**src/rtl/instruction_fetch_unit_pkg.sv**
```systemverilog
// ============================================================================
// Module   : instruction_fetch_unit_pkg
// Brief    : Shared fetch-state encoding, widths and instruction field map.
// Revision : 1.0 - initial release
// ============================================================================
`default_nettype none

package instruction_fetch_unit_pkg;

    localparam int c_PC_WIDTH    = 12;
    localparam int c_INSTR_WIDTH = 19;

    // Field positions shared with the Controller's decoder
    localparam int c_OPCODE_MSB  = 18;
    localparam int c_OPCODE_LSB  = 13;
    localparam int c_TARGET_MSB  = 11;
    localparam int c_TARGET_LSB  = 0;
    localparam int c_OFFSET_MSB  = 7;
    localparam int c_OFFSET_LSB  = 0;

    typedef enum logic [0:0] {
        FETCH = 1'b0,
        HOLD  = 1'b1
    } fetch_state_e;

endpackage

`default_nettype wire

```
**src/rtl/instruction_fetch_unit_next_pc_logic.sv**
```systemverilog
// ============================================================================
// Module   : next_pc_logic
// Brief    : Combinational next-PC select (const > offset > plus1) with
//            a not-one-hot select flag.
// Revision : 1.0 - initial release
// ============================================================================
`default_nettype none

module next_pc_logic #(
    parameter int PC_WIDTH     = 12,
    parameter int OFFSET_WIDTH = 8
) (
    input  logic [PC_WIDTH-1:0] pc,
    // Only the operand bits of the held instruction are routed here
    input  logic [PC_WIDTH-1:0] instr,
    input  logic                sel_plus1,
    input  logic                sel_offset,
    input  logic                sel_const,
    output logic [PC_WIDTH-1:0] next_pc,
    output logic                sel_err
);

    logic [2:0]          w_sel;
    logic [PC_WIDTH-1:0] w_offset_sext;

    assign w_sel         = {sel_const, sel_offset, sel_plus1};
    assign w_offset_sext = {{(PC_WIDTH-OFFSET_WIDTH){instr[OFFSET_WIDTH-1]}},
                            instr[OFFSET_WIDTH-1:0]};
    assign sel_err       = (w_sel == 3'd0) || ((w_sel & (w_sel - 3'd1)) != 3'd0);

    always_comb begin
        next_pc = pc + PC_WIDTH'(1);
        if (sel_const) begin
            next_pc = instr;
        end else if (sel_offset) begin
            next_pc = pc + w_offset_sext;
        end
    end

endmodule

`default_nettype wire

```
**src/rtl/instruction_fetch_unit.sv**
```systemverilog
// ============================================================================
// Module   : instruction_fetch_unit
// Brief    : PC owner; fetches instructions over req/valid, holds one in the
//            instruction register until accepted, then steps the PC.
// Revision : 1.0 - initial release
// ============================================================================
`default_nettype none

module instruction_fetch_unit
    import instruction_fetch_unit_pkg::*;
#(
    parameter int PC_WIDTH     = c_PC_WIDTH,
    parameter int INSTR_WIDTH  = c_INSTR_WIDTH,
    parameter int OFFSET_WIDTH = 8,
    parameter int RESET_PC     = 0,
    parameter int TIMEOUT      = 15
) (
    input  logic                   clk,
    input  logic                   rst,
    output logic                   imem_req,
    output logic [PC_WIDTH-1:0]    imem_addr,
    input  logic [INSTR_WIDTH-1:0] imem_rdata,
    input  logic                   imem_valid,
    output logic [INSTR_WIDTH-1:0] instr,
    output logic                   instr_valid,
    input  logic                   instr_ready,
    input  logic                   sel_PCSrc_plus1,
    input  logic                   sel_PCSrc_offset,
    input  logic                   sel_PCSrc_const,
    output logic [PC_WIDTH-1:0]    pc,
    output logic [PC_WIDTH-1:0]    pc_plus1,
    output logic                   pc_sel_err,
    output logic                   fetch_retry
);

    localparam int c_CNT_W = $clog2(TIMEOUT + 1);

    fetch_state_e           state_q, state_d;
    logic [PC_WIDTH-1:0]    pc_q, pc_d;
    logic [INSTR_WIDTH-1:0] instr_q, instr_d;
    logic                   instr_valid_q, instr_valid_d;
    logic [c_CNT_W-1:0]     tmo_cnt_q, tmo_cnt_d;
    logic                   pc_sel_err_q, pc_sel_err_d;
    logic                   fetch_retry_q, fetch_retry_d;

    logic [PC_WIDTH-1:0]    w_next_pc;
    logic                   w_sel_err;
    logic                   w_req;
    logic                   w_capture;

    next_pc_logic #(
        .PC_WIDTH     (PC_WIDTH),
        .OFFSET_WIDTH (OFFSET_WIDTH)
    ) u_next_pc_logic (
        .pc         (pc_q),
        .instr      (instr_q[PC_WIDTH-1:0]),
        .sel_plus1  (sel_PCSrc_plus1),
        .sel_offset (sel_PCSrc_offset),
        .sel_const  (sel_PCSrc_const),
        .next_pc    (w_next_pc),
        .sel_err    (w_sel_err)
    );

    // The retry pulse cycle doubles as the one-cycle request gap
    assign w_req     = !rst && (state_q == FETCH) && !fetch_retry_q;
    assign w_capture = w_req && imem_valid;

    always_comb begin
        state_d       = state_q;
        pc_d          = pc_q;
        instr_d       = instr_q;
        instr_valid_d = instr_valid_q;
        tmo_cnt_d     = tmo_cnt_q;
        pc_sel_err_d  = 1'b0;
        fetch_retry_d = 1'b0;
        case (state_q)
            FETCH: begin
                if (w_capture) begin
                    instr_d       = imem_rdata;
                    instr_valid_d = 1'b1;
                    tmo_cnt_d     = '0;
                    state_d       = HOLD;
                end else if (w_req) begin
                    if (tmo_cnt_q == c_CNT_W'(TIMEOUT - 1)) begin
                        tmo_cnt_d     = '0;
                        fetch_retry_d = 1'b1;
                    end else begin
                        tmo_cnt_d = tmo_cnt_q + c_CNT_W'(1);
                    end
                end
            end
            HOLD: begin
                if (instr_ready) begin
                    pc_d          = w_next_pc;
                    instr_valid_d = 1'b0;
                    pc_sel_err_d  = w_sel_err;
                    state_d       = FETCH;
                end
            end
            default: state_d = FETCH;
        endcase
    end

    always_ff @(posedge clk) begin
        if (rst) begin
            state_q       <= FETCH;
            pc_q          <= PC_WIDTH'(RESET_PC);
            instr_q       <= '0;
            instr_valid_q <= 1'b0;
            tmo_cnt_q     <= '0;
            pc_sel_err_q  <= 1'b0;
            fetch_retry_q <= 1'b0;
        end else begin
            state_q       <= state_d;
            pc_q          <= pc_d;
            instr_q       <= instr_d;
            instr_valid_q <= instr_valid_d;
            tmo_cnt_q     <= tmo_cnt_d;
            pc_sel_err_q  <= pc_sel_err_d;
            fetch_retry_q <= fetch_retry_d;
        end
    end

    assign imem_req    = w_req;
    assign imem_addr   = pc_q;
    assign instr       = instr_q;
    assign instr_valid = instr_valid_q;
    assign pc          = pc_q;
    assign pc_plus1    = pc_q + PC_WIDTH'(1);
    assign pc_sel_err  = pc_sel_err_q;
    assign fetch_retry = fetch_retry_q;

endmodule

`default_nettype wire

```
**config.mk**
```make
export PLATFORM = sky130hd
export DESIGN_NAME = instruction_fetch_unit
export DESIGN_NICKNAME = d
export VERILOG_FILES = /design/src/rtl/instruction_fetch_unit_pkg.sv /design/src/rtl/instruction_fetch_unit_next_pc_logic.sv /design/src/rtl/instruction_fetch_unit.sv
export SDC_FILE = /design/constraint.sdc
export NUM_CORES = 1
export LEC_CHECK = 0
export CELL_PAD_IN_SITES_DETAIL_PLACEMENT = 1
export CELL_PAD_IN_SITES_GLOBAL_PLACEMENT = 1
export CORE_UTILIZATION = 30
export DETAILED_ROUTE_END_ITERATION = 8
export GPL_ROUTABILITY_DRIVEN = 0
export GPL_TIMING_DRIVEN = 1
export PLACE_DENSITY_LB_ADDON = 0.1
export SLEW_MARGIN = 30
export SYNTH_ARGS = -nofsm -noshare
export SYNTH_HDL_FRONTEND = slang
export SYNTH_SLANG_ARGS = --single-unit
```
**constraint.sdc**
```tcl
create_clock -name clk -period 2.6 [get_ports clk]
set_input_delay 0.39 -clock clk [delete_from_list [all_inputs] [get_ports clk]]
set_output_delay 0.39 -clock clk [all_outputs]
set_load 0.05 [all_outputs]
```
==> results of run 1 <==
[routing by layer]
metal,up-vias,global-route usage (%)
met3,9,4.23
met1,1249,26.9
met4,0,5.26
met5,-,0
met2,66,33.3
li1,1308,-
[final cells by class]
cell class                      count  share of cell area (%)
Sequential cell                    39                    21.5
Inverter                            9                   0.930
Tap cell                          102                    3.51
Multi-Input combinational cell    255                    43.1
Clock buffer                        5                    1.89
Clock inverter                      3                    1.27
Timing Repair Buffer              101                    27.8
[power by group]
part | switching (mW) | leakage, nW | internal, mW
combinational | 0.205 | 1.02 | 0.139
sequential | 0.0244 | 0.318 | 0.618
clock | 0.252 | 0.0548 | 0.290
total | 0.481 | 1.39 | 1.05
[registers in the layout, summed over array words and instances (netlist names)]
signal and count:
tmo_cnt_q 4, instr_valid 1, fetch_retry 1, instr 19, state_q 1, imem_addr 12, pc_sel_err 1
[cells by family after synthesis]
group	Yosys count	share of synthesized area (%)
buffers and inverters	35	8.13
adders and majority gates	15	7.83
xor gates and xnor gates	16	5.62
DFF	39	31.3
AOI/OAI and AO/OA	96	22.6
muxes	2	0.853
and+or+nand+nor	126	23.6
[critical path: stages (launching register included)]
cell             delay (ns)
dfxtp_1                0.41
buf_4                  0.17
nand3_1                0.10
xnor2_1                0.24
clkdlybuf4s50_1        0.85
[final timing paths]
kind | slack [ns] | to | from
setup / recovery | 0.13 | pc_plus1[3] | imem_addr[2]$_SDFFE_PP0P_
hold / removal | 0.46 | instr_valid$_SDFFE_PP0P_ | instr_valid$_SDFFE_PP0P_
setup reg to reg | 0.27 | imem_addr[10]$_SDFFE_PP0P_ | imem_addr[0]$_SDFFE_PP0P_
hold reg to reg | 0.46 | instr_valid$_SDFFE_PP0P_ | instr_valid$_SDFFE_PP0P_
[per-stage QoR]
| step | area (um^2) | setup slack [ns] |
|---|---|---|
| floorplan | 2550 | 0.129 |
| global placement | 3520 | 0.409 |
| detailed placement | 3520 | 0.306 |
| CTS | 3630 | 0.111 |
| global route | 3630 | 0.0225 |
| finish | 3630 | 0.127 |
[cell usage in the layout (no fill, tap or decap), drive strengths merged, types with 5 or more instances in the layout]
cell	instances
xor2	5
o21ai	21
nor2	20
ha	14
nand3	8
and3	5
inv	10
nor3	8
a21oi	48
clkdlybuf4s50	75
xnor2	11
dfxtp	39
buf	26
clkbuf	5
o211ai	5
nand2	65
==> out/results.tsv, run 1 <==
metric	value	unit
synth_edf_count	0	
seq_area_frac_synth	31.3	%
syn_area	0.00249	mm^2
fp.dieArea	0.00868	mm^2
cts.sinks	39	
worst-slew-pin-transition	0.526	ns
finalCriticalPeriod	2.47	ns
numCtsBuffers	5	
min_path_cells	2	
cellPowerDensity	420	mW/mm^2
dpl.hpwl	6.40	mm
rsz0062_at_grt	no	
syn2layout_area_growth	45.7	%
top_layer	met4	
synth.most_common_cell	nand2_1	
final_util	46.1	%
via_per_inst	5.12	
min_path_type	register to register	
fin_skew	0.00647	ns
htree_levels	2	
setup_violations	0	
n_antenna_cell	0	
worstPathArrival	2.08	ns
drt_iter0_markers	90	
grt_pass1_vias	2596	
max_cap_viol_count	0	
setup-tns-final	0	ns
synth.cells.most_frequent	nand2_1 (64), a21oi_1 (48), dfxtp_1 (39)	
async_flop_share	0	%
gr-total-overflow	0	
drtAntennaViolNets	0	
wirelength	8.38	mm
hold_slack	0.463	ns
wl_met3	446	um
finalHoldViolations	0	
yosys_warnings	0	
num_io_pins	85	
grt_start_max_net_pins	23	
grt_util_all_layers	20.3	%
met1Wirelength	3.93	mm
initial_utilization	31.6	%
multi_input_area	0.00157	mm^2
ff2ff_path_depth	9	
die_h	93.2	um
crit_type	register to output port	
fp.dieW	93.2	um
clock_latency	0.30	ns
clockRootBuffer	clkbuf_8	
grt_pass1_wl	13.6	mm
clock_path_buffers	2	
postCtsResizedCells	0	
synth_nets	370	
relSlewSlack	64.8	%
synth.distinct_cells	49	
irDropWorstVdd	257	uV
final_max_slew_viol_count	0	
vias	2632	
cts_hold_buf	0	
syn_inst	329	
p_total	1.53	mW
drive_gt1_share	11.9	%
firstDrtPassIters	4	
synth_area_leaders	dfxtp_1 (31%), a21oi_1 (9.6%), nand2_1 (9.6%)	
dpl.cell_count	506	
core-area	0.00789	mm^2
yosysTopAreaCell	dfxtp_1	
startpoint_type	register	
outcome	completed	
clk_pin_slew	0.09	ns
wl_per_cell	16.3	um
final_cells	514	
cts_tree	built	
synth_ff_type	dfxtp_1	
port_buffers	84	
fillers	955	
post_cts_buffers	0	
final_net_count	452	
synth_top_area_share	31.3	%
finalCritPeriodShare	95.1	%
wl_met2	3.89	mm
syn_avg_cell_area	7.58	um^2
leakagePower	1.39	nW
rows	32	
drc_errors	0	
crit_fanout	6	
final-seq-area	782	um^2
antenna_found_initial	0	
endpoint_kind	output port	
critPathRequiredTime	2.21	ns
fmax	404	MHz
ys_ff_latch	39	
(Power assumes the default switching activity.)
==> inputs of run 2 (changes only) <==
- DONT_BUFFER_PORTS: default -> 1
- GPL_TIMING_DRIVEN: 1 -> 0
==> run 2 against run 1 <==
Compared with the run above:
- routed wire length shrank 1.8%
- core utilization decreased by 8.2 points
- highest routed layer unchanged
- worst hold slack worse by 0.30 ns
- critical endpoint is now pc_plus1[9]
- clock-buffer cell count did not move
- clock skew up 0.0035 ns
- die area is the same
==> out/results.tsv, run 2 (same netlist as run 1, synthesis figures left out) <==
metric	value	unit
rsz0062_at_grt	yes	
p_total	1.44	mW
finalCritPeriodShare	98.9	%
final_net_count	380	
clkPwrFrac	37.9	%
setup_violations	0	
p_comb_share	12.8	%
fin_skew	0.00995	ns
hold_path_end	fetch_retry$_SDFF_PP0_	
initial_utilization	31.6	%
crit_fanout	8	
mostFrequentLayoutCell	nand2_1	
hp-start	imem_valid	
slowest_delay	0.51	ns
num_io_pins	85	
drc_errors	0	
p_int	0.969	mW
n_antenna_cell	0	
antenna_found_initial	0	
port_buffers	0	
clockRootBuffer	clkbuf_8	
clock_path_buffers	2	
core-area	0.00789	mm^2
drtAntennaViolNets	0	
cts_hold_buf	0	
worst-slew-pin-transition	0.895	ns
grt_util_all_layers	19.8	%
rr_endpoint	imem_addr[11]$_SDFFE_PP0P_	
fillers	936	
irDropWorstVdd	245	uV
fmax	389	MHz
switching_share	32.8	%
firstDrtPassIters	4	
numCtsBuffers	5	
htree_levels	2	
cts_tree	built	
wl_per_cell	18.6	um
startpoint_type	register	
relSlewSlack	40.2	%
crit_type	register to output port	
critPathRequiredTime	2.21	ns
largest_register_ffs	19	
vias	2391	
crit_slowest_cell	dfxtp_4	
seq_power_share	49.3	%
finalCriticalPeriod	2.57	ns
ff2ff_path_depth	7	
max_cap_viol_count	0	
crit_chain	clkinvlp_4 -> nor3_4 -> buf_12 -> and3_4 -> xor2_4	
grt_pass1_wl	13.3	mm
via_per_inst	5.41	
grt_start_max_net_pins	15	
endpoint_kind	output port	
gr-total-overflow	0	
fp.dieW	93.2	um
drive_gt1_share	19.4	%
cellPowerDensity	484	mW/mm^2
die_h	93.2	um
final_cells	442	
outcome	completed	
rows	32	
dpl_worst_slack	-0.208	ns
grt_pass1_vias	2440	
min_path_cells	1	
clk_pin_slew	0.10	ns
dpl.cell_count	431	
finalHoldViolations	0	
cts.sinks	39	
final_cell_mix	nand2_1 (64), a21oi_1 (48), dfxtp_1 (25)	
worst_slack	0.0293	ns
setup-tns-final	0	ns
reg2reg_slack	0.14	ns
drt_iter0_markers	96	
clock_latency	0.30	ns
wirelength	8.23	mm
power.switching	0.473	mW
syn2layout_area_growth	19.6	%
dpl.hpwl	6.20	mm
leakagePower	1.11	nW
fp.dieArea	0.00868	mm^2
final_cell_area	0.00298	mm^2
r2r-start	instr[7]$_SDFFE_PP0P_	
worstPathArrival	2.18	ns
min_path_type	input port to register	
final_max_slew_viol_count	0	
placed_cell_area	0.00270	mm^2
## run 2: cell count changes in the layout (fill, tap and decap cells not counted), sizes merged
cell           change
clkbuf            +10
inv                -1
buf                -7
clkdlybuf4s50     -75
clkinvlp           +1
## run 2: routing by layer
layer | GRT usage [%] | share of wire [%]
met4 | 5.64 | 1.4
met2 | 32.6 | 47
met3 | 5.53 | 6.4
met1 | 25.2 | 45
met5 | 0 | 0
## run 2: critical path: cells and delay by family, from the launching register on
family	cells	cell delay (ns)
xor gates and xnor gates	1	0.37
and+or+nand+nor	2	0.50
buffers and inverters	2	0.50
DFF	1	0.51
## run 2: power by group through the flow
stage	clock network, mW	registers [mW]	logic, mW
6_report	0.547	0.711	0.185
5_1_grt	0.588	0.715	0.206
4_1_cts	0.564	0.712	0.187
3_5_place_dp	0	0.725	0.185
3_3_place_gp	0	0.724	0.182
2_1_floorplan	0	0.713	0.147
## run 2: repair_timing
action / 4_1_cts / 5_1_grt
gates resized for setup: 17 / 17
pin swaps: 2 / 3
endpoints found under the setup margin: 14 / 12
setup buffers: 2 / 1
## run 2: how the worst max path moves through the flow
stage / startpoint / endpoint / cells after the start
global placement: imem_addr[1]$_SDFFE_PP0P_ / imem_addr[10]$_SDFFE_PP0P_ / 7
finish: imem_addr[0]$_SDFFE_PP0P_ / pc_plus1[9] / 5
detailed placement: imem_addr[1]$_SDFFE_PP0P_ / imem_addr[10]$_SDFFE_PP0P_ / 7
CTS: imem_addr[1]$_SDFFE_PP0P_ / pc_plus1[10] / 4
floorplan: imem_addr[1]$_SDFFE_PP0P_ / imem_addr[4]$_SDFFE_PP0P_ / 6
global route: imem_addr[0]$_SDFFE_PP0P_ / pc_plus1[7] / 5
## run 2: final cells by class
class                   instances  area, um^2  share of cell area, %
plain buffers                  26         169                   5.66
well taps                     102         128                   4.28
flip-flops and latches         39         806                   27.0
inverters                       9        37.5                   1.26
clock buffers                   5        68.8                   2.31
multi-input cells             255        1690                   56.8
repair buffers                  3        35.0                   1.17
clock inverters                 3        46.3                   1.55
## run 2: metrics by stage
| stage | utilization [%] | hold WS [ns] |
|---|---|---|
| after floorplan | - | 0.469 |
| after global placement | 34.0 | 0.479 |
| after detailed placement | 34.2 | 0.480 |
| after CTS | 37.0 | 0.157 |
| after global routing | 37.8 | 0.148 |
| final | 37.8 | 0.167 |
